File: src/rtl/i2s_capture_multi.sv
// Multi-line I2S receiver: NUM_LINES serial lines share one SCK/WS pair. Words are sign-extended,
// tagged with channel 2*line+ws, and queued in a FWFT FIFO behind a valid/ready stream.

module i2s_cap_lane #(
  parameter int SAMPLE_W = 24
) (
  input  logic                clk_i,
  input  logic                rst_ni,
  input  logic                shift_en,
  input  logic                sd,
  output logic [SAMPLE_W-1:0] word_nxt
);
  logic [SAMPLE_W-1:0] sh;

  // word_nxt already contains the bit arriving this edge, so the completing cycle can use it directly
  assign word_nxt = (sh << 1) | SAMPLE_W'(sd);

  always_ff @(posedge clk_i or negedge rst_ni)
    if (!rst_ni)       sh <= '0;
    else if (shift_en) sh <= word_nxt;
endmodule

module i2s_capture_multi #(
  parameter int SAMPLE_W   = 24,
  parameter int SLOT_W     = 32,
  parameter int NUM_LINES  = 2,
  parameter int OUT_W      = 32,
  parameter int FIFO_DEPTH = 16,
  localparam int CH  = 2 * NUM_LINES,
  localparam int CHW = (CH > 2) ? $clog2(CH) : 1,
  localparam int AW  = $clog2(FIFO_DEPTH)
) (
  input  logic                 clk_i,
  input  logic                 rst_ni,
  input  logic                 sck_i,
  input  logic                 ws_i,
  input  logic [NUM_LINES-1:0] sd_i,
  input  logic                 enable_i,
  input  logic [CH-1:0]        chan_mask_i,
  input  logic                 clear_i,
  output logic [OUT_W-1:0]     m_data_o,
  output logic [CHW-1:0]       m_chan_o,
  output logic                 m_valid_o,
  input  logic                 m_ready_i,
  output logic [AW:0]          fifo_count_o,
  output logic                 overflow_o,
  output logic [15:0]          drop_count_o
);
  localparam int IW  = (NUM_LINES > 1) ? $clog2(NUM_LINES) : 1;
  localparam int BCW = $clog2(SLOT_W + 1);

  localparam logic C_SYNC = 1'b0, C_RUN  = 1'b1;
  localparam logic S_IDLE = 1'b0, S_PUSH = 1'b1;

  typedef struct packed {
    logic [CHW-1:0]      chan;
    logic [SAMPLE_W-1:0] word;
  } ent_t;

  // all three inputs see the same flop depth so WS and SD stay aligned with SCK
  logic sck_m, sck_s, sck_q, ws_m, ws_s;
  logic [NUM_LINES-1:0] sd_m, sd_s;

  always_ff @(posedge clk_i or negedge rst_ni)
    if (!rst_ni) begin
      {sck_m, sck_s, sck_q, ws_m, ws_s} <= '0;
      sd_m <= '0;
      sd_s <= '0;
    end else begin
      {sck_m, sck_s, sck_q} <= {sck_i, sck_m, sck_s};
      {ws_m, ws_s}          <= {ws_i, ws_m};
      sd_m <= sd_i;
      sd_s <= sd_m;
    end

  logic           rise, ws_q, ws_chg, shift_en, done;
  logic [BCW-1:0] bit_cnt, cnt_nxt;
  logic           cap_st;
  logic [NUM_LINES-1:0][SAMPLE_W-1:0] lane_nxt;

  assign rise     = sck_s & ~sck_q;
  assign ws_chg   = ws_s ^ ws_q;
  assign cnt_nxt  = (bit_cnt == BCW'(SLOT_W)) ? bit_cnt : bit_cnt + 1'b1;
  assign shift_en = rise & ~ws_chg & (cnt_nxt <= BCW'(SAMPLE_W));
  assign done     = rise & ~ws_chg & (cnt_nxt == BCW'(SAMPLE_W)) & (cap_st == C_RUN) & enable_i;

  // the bit sampled on the WS-change edge is the previous slot's LSB and is dropped
  always_ff @(posedge clk_i or negedge rst_ni)
    if (!rst_ni) begin
      bit_cnt <= '0;
      ws_q    <= 1'b0;
    end else if (rise) begin
      ws_q    <= ws_s;
      bit_cnt <= ws_chg ? '0 : cnt_nxt;
    end

  for (genvar l = 0; l < NUM_LINES; l++) begin : g_lane
    i2s_cap_lane #(.SAMPLE_W(SAMPLE_W)) u_lane (
      .clk_i    (clk_i),
      .rst_ni   (rst_ni),
      .shift_en (shift_en),
      .sd       (sd_s[l]),
      .word_nxt (lane_nxt[l])
    );
  end

  always_ff @(posedge clk_i or negedge rst_ni)
    if (!rst_ni)                                          cap_st <= C_SYNC;
    else if (!enable_i)                                   cap_st <= C_SYNC;
    else if (cap_st == C_SYNC && rise && ws_q && !ws_s)   cap_st <= C_RUN;

  logic [NUM_LINES-1:0][SAMPLE_W-1:0] cap_word, bank;
  logic cap_ws, cap_ld, bank_ws, ser_st;
  logic [IW-1:0] idx;

  always_ff @(posedge clk_i or negedge rst_ni)
    if (!rst_ni) begin
      cap_ld   <= 1'b0;
      cap_ws   <= 1'b0;
      cap_word <= '0;
    end else begin
      cap_ld <= done;
      if (done) begin
        cap_word <= lane_nxt;
        cap_ws   <= ws_s;
      end
    end

  always_ff @(posedge clk_i or negedge rst_ni)
    if (!rst_ni) begin
      ser_st  <= S_IDLE;
      idx     <= '0;
      bank    <= '0;
      bank_ws <= 1'b0;
    end else if (cap_ld) begin
      ser_st  <= S_PUSH;
      idx     <= '0;
      bank    <= cap_word;
      bank_ws <= cap_ws;
    end else if (ser_st == S_PUSH) begin
      if (idx == IW'(NUM_LINES - 1)) ser_st <= S_IDLE;
      else                           idx    <= idx + 1'b1;
    end

  logic [CHW-1:0] cur_c;
  logic push_req, push, pop, full, drop_one, preempt;
  logic [15:0] pre_drops, drop_inc;
  logic [16:0] drop_sum;

  assign cur_c    = CHW'({idx, bank_ws});
  assign preempt  = (ser_st == S_PUSH) & cap_ld;
  assign push_req = (ser_st == S_PUSH) & ~cap_ld & chan_mask_i[cur_c];
  assign full     = (fifo_count_o == (AW+1)'(FIFO_DEPTH));
  assign pop      = m_valid_o & m_ready_i;
  assign push     = push_req & (~full | pop);
  assign drop_one = push_req & ~push;

  // a new bank arriving mid-burst forfeits every still-unsent enabled word of the old bank
  always_comb begin
    pre_drops = '0;
    for (int l = 0; l < NUM_LINES; l++)
      if (l >= int'(idx) && chan_mask_i[CHW'(2*l + int'(bank_ws))])
        pre_drops = pre_drops + 16'd1;
  end

  assign drop_inc = preempt ? pre_drops : {15'd0, drop_one};
  assign drop_sum = {1'b0, drop_count_o} + {1'b0, drop_inc};

  always_ff @(posedge clk_i or negedge rst_ni)
    if (!rst_ni) begin
      overflow_o   <= 1'b0;
      drop_count_o <= '0;
    end else if (clear_i) begin
      overflow_o   <= 1'b0;
      drop_count_o <= '0;
    end else if (drop_inc != '0) begin
      overflow_o   <= 1'b1;
      drop_count_o <= drop_sum[16] ? 16'hFFFF : drop_sum[15:0];
    end

  ent_t mem [FIFO_DEPTH];
  ent_t head;
  logic [AW-1:0] wr_ptr, rd_ptr;

  always_ff @(posedge clk_i)
    if (push) mem[wr_ptr] <= '{chan: cur_c, word: bank[idx]};

  always_ff @(posedge clk_i or negedge rst_ni)
    if (!rst_ni) begin
      wr_ptr       <= '0;
      rd_ptr       <= '0;
      fifo_count_o <= '0;
    end else begin
      if (push) wr_ptr <= wr_ptr + 1'b1;
      if (pop)  rd_ptr <= rd_ptr + 1'b1;
      case ({push, pop})
        2'b10:   fifo_count_o <= fifo_count_o + 1'b1;
        2'b01:   fifo_count_o <= fifo_count_o - 1'b1;
        default: fifo_count_o <= fifo_count_o;
      endcase
    end

  // storage is not reset, so the outputs are forced to zero while empty
  assign head      = mem[rd_ptr];
  assign m_valid_o = (fifo_count_o != '0);
  assign m_data_o  = m_valid_o ? OUT_W'($signed(head.word)) : '0;
  assign m_chan_o  = m_valid_o ? head.chan : '0;
endmodule

File: config.mk
export PLATFORM = sky130hd
export DESIGN_NAME = i2s_capture_multi
export DESIGN_NICKNAME = d
export VERILOG_FILES = /design/src/rtl/i2s_capture_multi.sv
export SDC_FILE = /design/constraint.sdc
export NUM_CORES = 1
export LEC_CHECK = 0
export CORE_MARGIN = 2
export CORE_UTILIZATION = 55
export DETAILED_ROUTE_END_ITERATION = 8
export PLACE_DENSITY = 0.75
export SYNTH_ARGS = -nofsm -noshare
export SYNTH_HDL_FRONTEND = slang
export SYNTH_SLANG_ARGS = --single-unit
export TNS_END_PERCENT = 30
File: constraint.sdc
create_clock -name clk_i -period 3.67 [get_ports clk_i]
set_clock_uncertainty 0.1 [all_clocks]
set_input_delay 0.9175 -clock clk_i [delete_from_list [all_inputs] [get_ports clk_i]]
set_output_delay 0.9175 -clock clk_i [all_outputs]
set_load 0.01 [all_outputs]
### Word level (Yosys, flattened, before mapping)

Memories as Yosys holds them, arrays and structs flattened.
Index checks and enable logic that the tools add are counted.

* register bits: 194
* bits in writable memories: 416
* output and inout port bits: 57
* memories kept: 1

* add/sub/neg operators: 9
* magnitude comparators: 6
* equality and inequality tests: 6
* muxes and demuxes: 32
* bitwise gates (word level): 22
* reduce and logical (&&, ||, !) cells: 10

Memory list
* mem: depth 16, bits a word 26, rd ports 1, clocked after memory_dff 0, write ports 1, line 181 `ent_t mem [FIFO_DEPTH];`

Operator list (number)
* 16-bit two-way mux: 5
* 24-bit two-way mux: 2
* 24-bit by 1-bit OR with 24-bit output: 2
* 32-bit two-way mux: 1
* 1-bit two-way mux: 18
* 16-bit by 16-bit adder with 17-bit output: 1
* 16-bit by 1-bit adder with 16-bit output, second input constant: 1
* 16-bit nonzero test: 1
* 1-bit AND: 12
* 6-bit two-way mux: 2
* 5-bit one-hot mux with 2 select lines: 1
* 4-bit by 1-bit adder with 4-bit output, second input constant: 2
* 6-bit by 1-bit adder with 6-bit output, second input constant: 1
* 6-bit by 5-bit equality test with 1-bit output, second input constant: 1
* 6-bit equality test, second input constant: 1
* 6-bit by 5-bit less-or-equal comparator with 1-bit output, second input constant: 1
* 1-bit NOT: 6
* 2-bit nonzero test: 3
* 5-bit by 1-bit adder with 5-bit output, second input constant: 1
* 5-bit equality test, second input constant: 1
* 5-bit nonzero test: 1
* 5-bit by 1-bit subtractor with 5-bit output, second input constant: 1
* 1-bit binary-select mux with 2-bit select: 2
* 1-bit logical AND: 4
* 14 further kinds: 14

### Longest topological paths before layout

* depth in word-level cells: 11
* mapped depth: 15
* depth with buffers taken out: 13

### Cells and area by module

Synthesis repeated with hierarchy kept, for this count alone.

* cell total of the unflattened synthesis: 1231
* area total of the unflattened synthesis: 24239.5 um2

Modules (own cells, without submodules)
* i2s_capture_multi: instances 1, cells each 1133, area an instance 22510.3 um2
* i2s_cap_lane: instances 2, cells each 49, area an instance 864.6 um2

### Worst setup path before layout

Ideal clock, no wire load.

* path kind: register to register
* start: register idx
* end: register drop_count_o[5]
* arrival: 3408 ps
* data required time: 3476 ps
* path slack: 68 ps
* stages on the path, launching flop included: 16
* cells stage by stage: dfrtp_1 -> buf_2 -> buf_1 -> nor2_1 -> ha_1 -> nand2_1 -> a21oi_1 -> ha_1 -> inv_1 -> fa_1 -> nand4b_1 -> or4_1 -> clkbuf_1 -> o21ai_0 -> a21oi_1 -> a211oi_1

* longest elaborated chain between the ends: 11

Ends and longest elaborated chain
* from (decl): line 114 `logic [IW-1:0] idx;`
* from (signal assigned): line 142 `else idx <= idx + 1'b1;`
* parallel branches: the longest is 6 deep, another holds 16-bit by 1-bit adder with 16-bit output
* 16-bit two-way mux *: line 166 `assign drop_inc = preempt ? pre_drops : {15'd0, drop_one};`
* 16-bit by 16-bit adder with 17-bit output: line 167 `assign drop_sum = {1'b0, drop_count_o} + {1'b0, drop_inc};`
* 16-bit two-way mux: line 178 `drop_count_o <= drop_sum[16] ? 16'hFFFF : drop_sum[15:0];`
* 16-bit two-way mux: line 176 `end else if (drop_inc != '0) begin`
* 16-bit two-way mux: line 173 `end else if (clear_i) begin`
* to (signal assigned): line 178
* to (decl): line 47 `output logic [15:0] drop_count_o`

Every way passes the cells marked *. The select of a mux whose other input is x is not followed.
A chain may end at the register's enable or synchronous reset.

### Worst setup path in the final report

* start: register rd_ptr[0]
* end: output m_data_o[15]

* longest elaborated chain between the ends: 2

Ends and longest elaborated chain
* from (decl): line 183 `logic [AW-1:0] wr_ptr, rd_ptr;`
* from (signal assigned): line 195 `if (pop) rd_ptr <= rd_ptr + 1'b1;`
* memory 16 x 26 bit
* 32-bit two-way mux: line 206 `assign m_data_o = m_valid_o ? OUT_W'($signed(head.word)) : '0;`
* to (decl): line 41 `output logic [OUT_W-1:0] m_data_o,`

Every way passes these cells.

==> flow_metrics.py <==
metrics = {
    "timing": {
        "relative_max_transition_margin": 0.544,
        "final_setup_fails": 34,
        "hold-worst-slack_ns": 0.227,
        "drv_slew": 0,
        "period_needed_ns": 3.94,
        "layout_worst_path_cycle_share": 1.07,
        "achievable-frequency_mhz": 254,
        "setup-tns-final_ns": -6.29,
        "setup_ws_ns": -0.268,
        "hold_viol_final": 0,
        "max_slew.worst_pin.slew_ns": 0.682,
        "unrepaired_setup_endpoints_after_global_routing": "true",
    },
    "worst_setup_path": {
        "endpoint_kind": "primary output",
        "timing.critical_path.to": "m_data_o[15]",
        "worst-r2r-cell-count": 12,
        "worst-setup-path-type": "register to primary output",
        "worst-endpoint-arrival_ns": 2.92,
        "critical_path.max_fanout": 6,
        "r2r_setup_slack_ns": 0.33,
        "cp_data_required_time_ns": 2.65,
        "r2r-start": "fifo_count_o[1]",
        "r2r_end": "drop_count_o[5]",
        "crit_path_start": "rd_ptr[0]",
        "start_kind": "register",
    },
    "synthesis": {
        "postSynthAreaPerCell_sq_um": 19.7,
        "synth_area_sq_mm": 0.0243,
        "async_flop_share": 0.318,
        "yosys_warn_count": 0,
        "syn-instance-count": 1231,
        "synth_cell_type_count": 54,
        "synth.most_common_cell": "edfxtp_1",
        "ys_seq_elements": 610,
        "synth.area.top_cells": "edfxtp_1, dfrtp_1, mux4_2",
        "synth.cells.most_frequent": "edfxtp_1, dfrtp_1, mux2_2",
        "synth_largest_type_area_fraction": 0.515,
        "mappedNetlistNets": 1260,
        "synth-edff-count": 416,
        "synth_sequential_area_ratio": 0.715,
        "postSynth.topFlopCell": "edfxtp_1",
        "netlist.top_cell.by_area": "edfxtp_1",
    },
    "cts": {
        "cts.sink_count": 610,
        "ctsLongestPathBuffers": 3,
        "cts_htree_levels": 2,
        "ctsHoldBuffers": 0,
        "cts_buf_count": 58,
        "cts_tree": "yes",
        "clkLatencyLatePin_ns": 0.62,
        "clk_transition_reported_paths_ns": 0.06,
        "cts_root_buffer": "clkbuf_16",
    },
    "route": {
        "number_of_drc_violations_after_detailed_routing": 0,
        "drt_pass1_iterations": 5,
        "routed_wire_length_per_instance_microns": 24.3,
        "antenna_left": 0,
        "drt-vias-per-instance": 5.93,
        "detail_route.iter0.violations": 1081,
        "routed-via-count": 12022,
        "wirelength_mm": 49.2,
    },
    "global_routing": {
        "global_route.overflow_total": 0,
        "grt_pass1_wl_mm": 76.2,
        "track_usage": 0.221,
        "antenna_violations_before_repair": 0,
        "first_global_vias": 12771,
        "grt_max_degree": 80,
    },
    "power": {
        "pwr_density_cell_mw_per_mm2": 475,
        "totalPowerFinal_mw": 13.6,
        "p_int_mw": 10.9,
        "power_leakage_nw": 11.7,
        "power.ir.vdd_worst_mv": 0.421,
        "swShare": 0.202,
        "netSwitchingPower_mw": 2.75,
        "pwr-share-comb": 0.022,
        "pwr-share-clk": 0.428,
        "seqPwrFrac": 0.550,
    },
    "placed_design": {
        "place_inst": 1888,
        "detailedPlace.worstSlack_ns": -0.572,
        "globalplace.congestion": 0.801,
        "dp_hpwl_mm": 28.0,
        "buffer_ports.inserted": 69,
        "placedInstanceArea_sq_mm": 0.0263,
    },
    "layout": {
        "register_area_sq_mm": 0.0174,
        "multiInputGateArea_sq_mm": 0.00660,
        "design_area_sq_mm": 0.0287,
        "layout.cells.non_filler": 2029,
        "finish.net_count": 1425,
        "flow.area_growth_from_synthesis_pct": 18.3,
        "finish.utilization": 0.663,
        "antenna_cells_inserted": 0,
        "layout-drive-gt1-share": 0.385,
        "final.fill_count": 2764,
    },
    "die": {
        "core_sq_mm": 0.0433,
        "initial_utilization": 0.561,
        "dieWidth_microns": 214,
        "pin_count": 70,
        "num_rows": 76,
        "floorplan.die.height_microns": 214,
        "floorplan.die_area_sq_mm": 0.0458,
    },
    "run_status": {
        "outcome": "finished, violations left",
        "violations": "negative setup slack",
    },
    "min_path": {
        "hold_class": "primary input to asynchronous set/reset pin",
    },
    "job": {
        "max_cap_viol_count": 0,
    },
}
## power by group through the flow
stage               Sequential [mW]  Combinational [mW]  Clock, mW
finish                         7.49               0.298       5.83
global route                   7.51               0.332       6.20
CTS                            7.50               0.305       5.95
detailed placement             7.64               0.291          0
global placement               7.63               0.278          0
floorplan                      7.59               0.202          0
## worst max-delay path, cell delays in order, from the launching register on
cell	delay, ns
dfrtp_4	0.47
buf_6	0.13
buf_12	0.13
bufbuf_16	0.27
mux4_2	0.49
mux4_2	0.50
and2_1	0.17
buf_2	0.13
## logic make-up after synthesis
logic type | Yosys count | synth area share
flops | 610 | 0.715
mux | 303 | 0.203
simple gates | 138 | 0.0328
buf+inv | 85 | 0.0161
compound gates | 65 | 0.0194
fa+ha+maj | 16 | 0.00887
xor+xnor | 14 | 0.00505
## layer usage
metal	global-route usage	part of all wire	vias to the layer above
li1	-	-	5211
met1	0.299	0.41	6312
met2	0.366	0.50	410
met3	0.0401	0.059	89
met4	0.0759	0.030	0
met5	0	0	-
## layout make-up
| class | count | share of cell area |
|---|---|---|
| flip-flops and latches | 610 | 0.605 |
| inverters | 15 | 0.00196 |
| repair buffers | 174 | 0.0723 |
| multi-input cells | 537 | 0.230 |
| well taps | 585 | 0.0255 |
| clock inverters | 31 | 0.00876 |
| clock buffers | 77 | 0.0566 |
## sequential cells by signal, indices dropped and copies added, names as in the netlist, 2 cells and up
name,cells
rd_ptr,4
cap_word,48
sd_s,2
fifo_count_o,5
wr_ptr,4
mem,416
drop_count_o,16
sd_m,2
bit_cnt,6
bank,48
g_lane.u_lane.sh,46
## cell usage in the layout (no fill, tap or decap), drive strengths merged, types with 5 or more instances in the layout
cell           instances
nand2                 21
nand3                 12
ha                    14
xnor2                  9
edfxtp               416
xor2                   5
mux4                 131
nor3                   6
mux2                 171
clkbuf                78
nor2                  24
a311oi                10
a21oi                 14
dfrtp                194
nand4                  6
clkdlybuf4s50         34
and2                  45
inv                   17
clkinv                22
a31oi                  5
o21ai                 15
buf                  134
## worst min path at each step
stage	depth (start not counted)	end	slack [ns]
global placement	0	ws_s	0.23
finish	1	overflow_o	0.23
CTS	1	drop_count_o[14]	0.23
global route	1	drop_count_o[0]	0.27
detailed placement	0	sd_s[1]	0.24
floorplan	0	sck_s	0.23
## timing repair
item	4_1_cts	5_1_grt
resized for setup	169	25
endpoints found under the setup margin	34	45
cloned	5	0
buffers inserted	27	1
endpoints found under the hold margin	0	0
No activity file was read; power rests on OpenSTA's default activity.
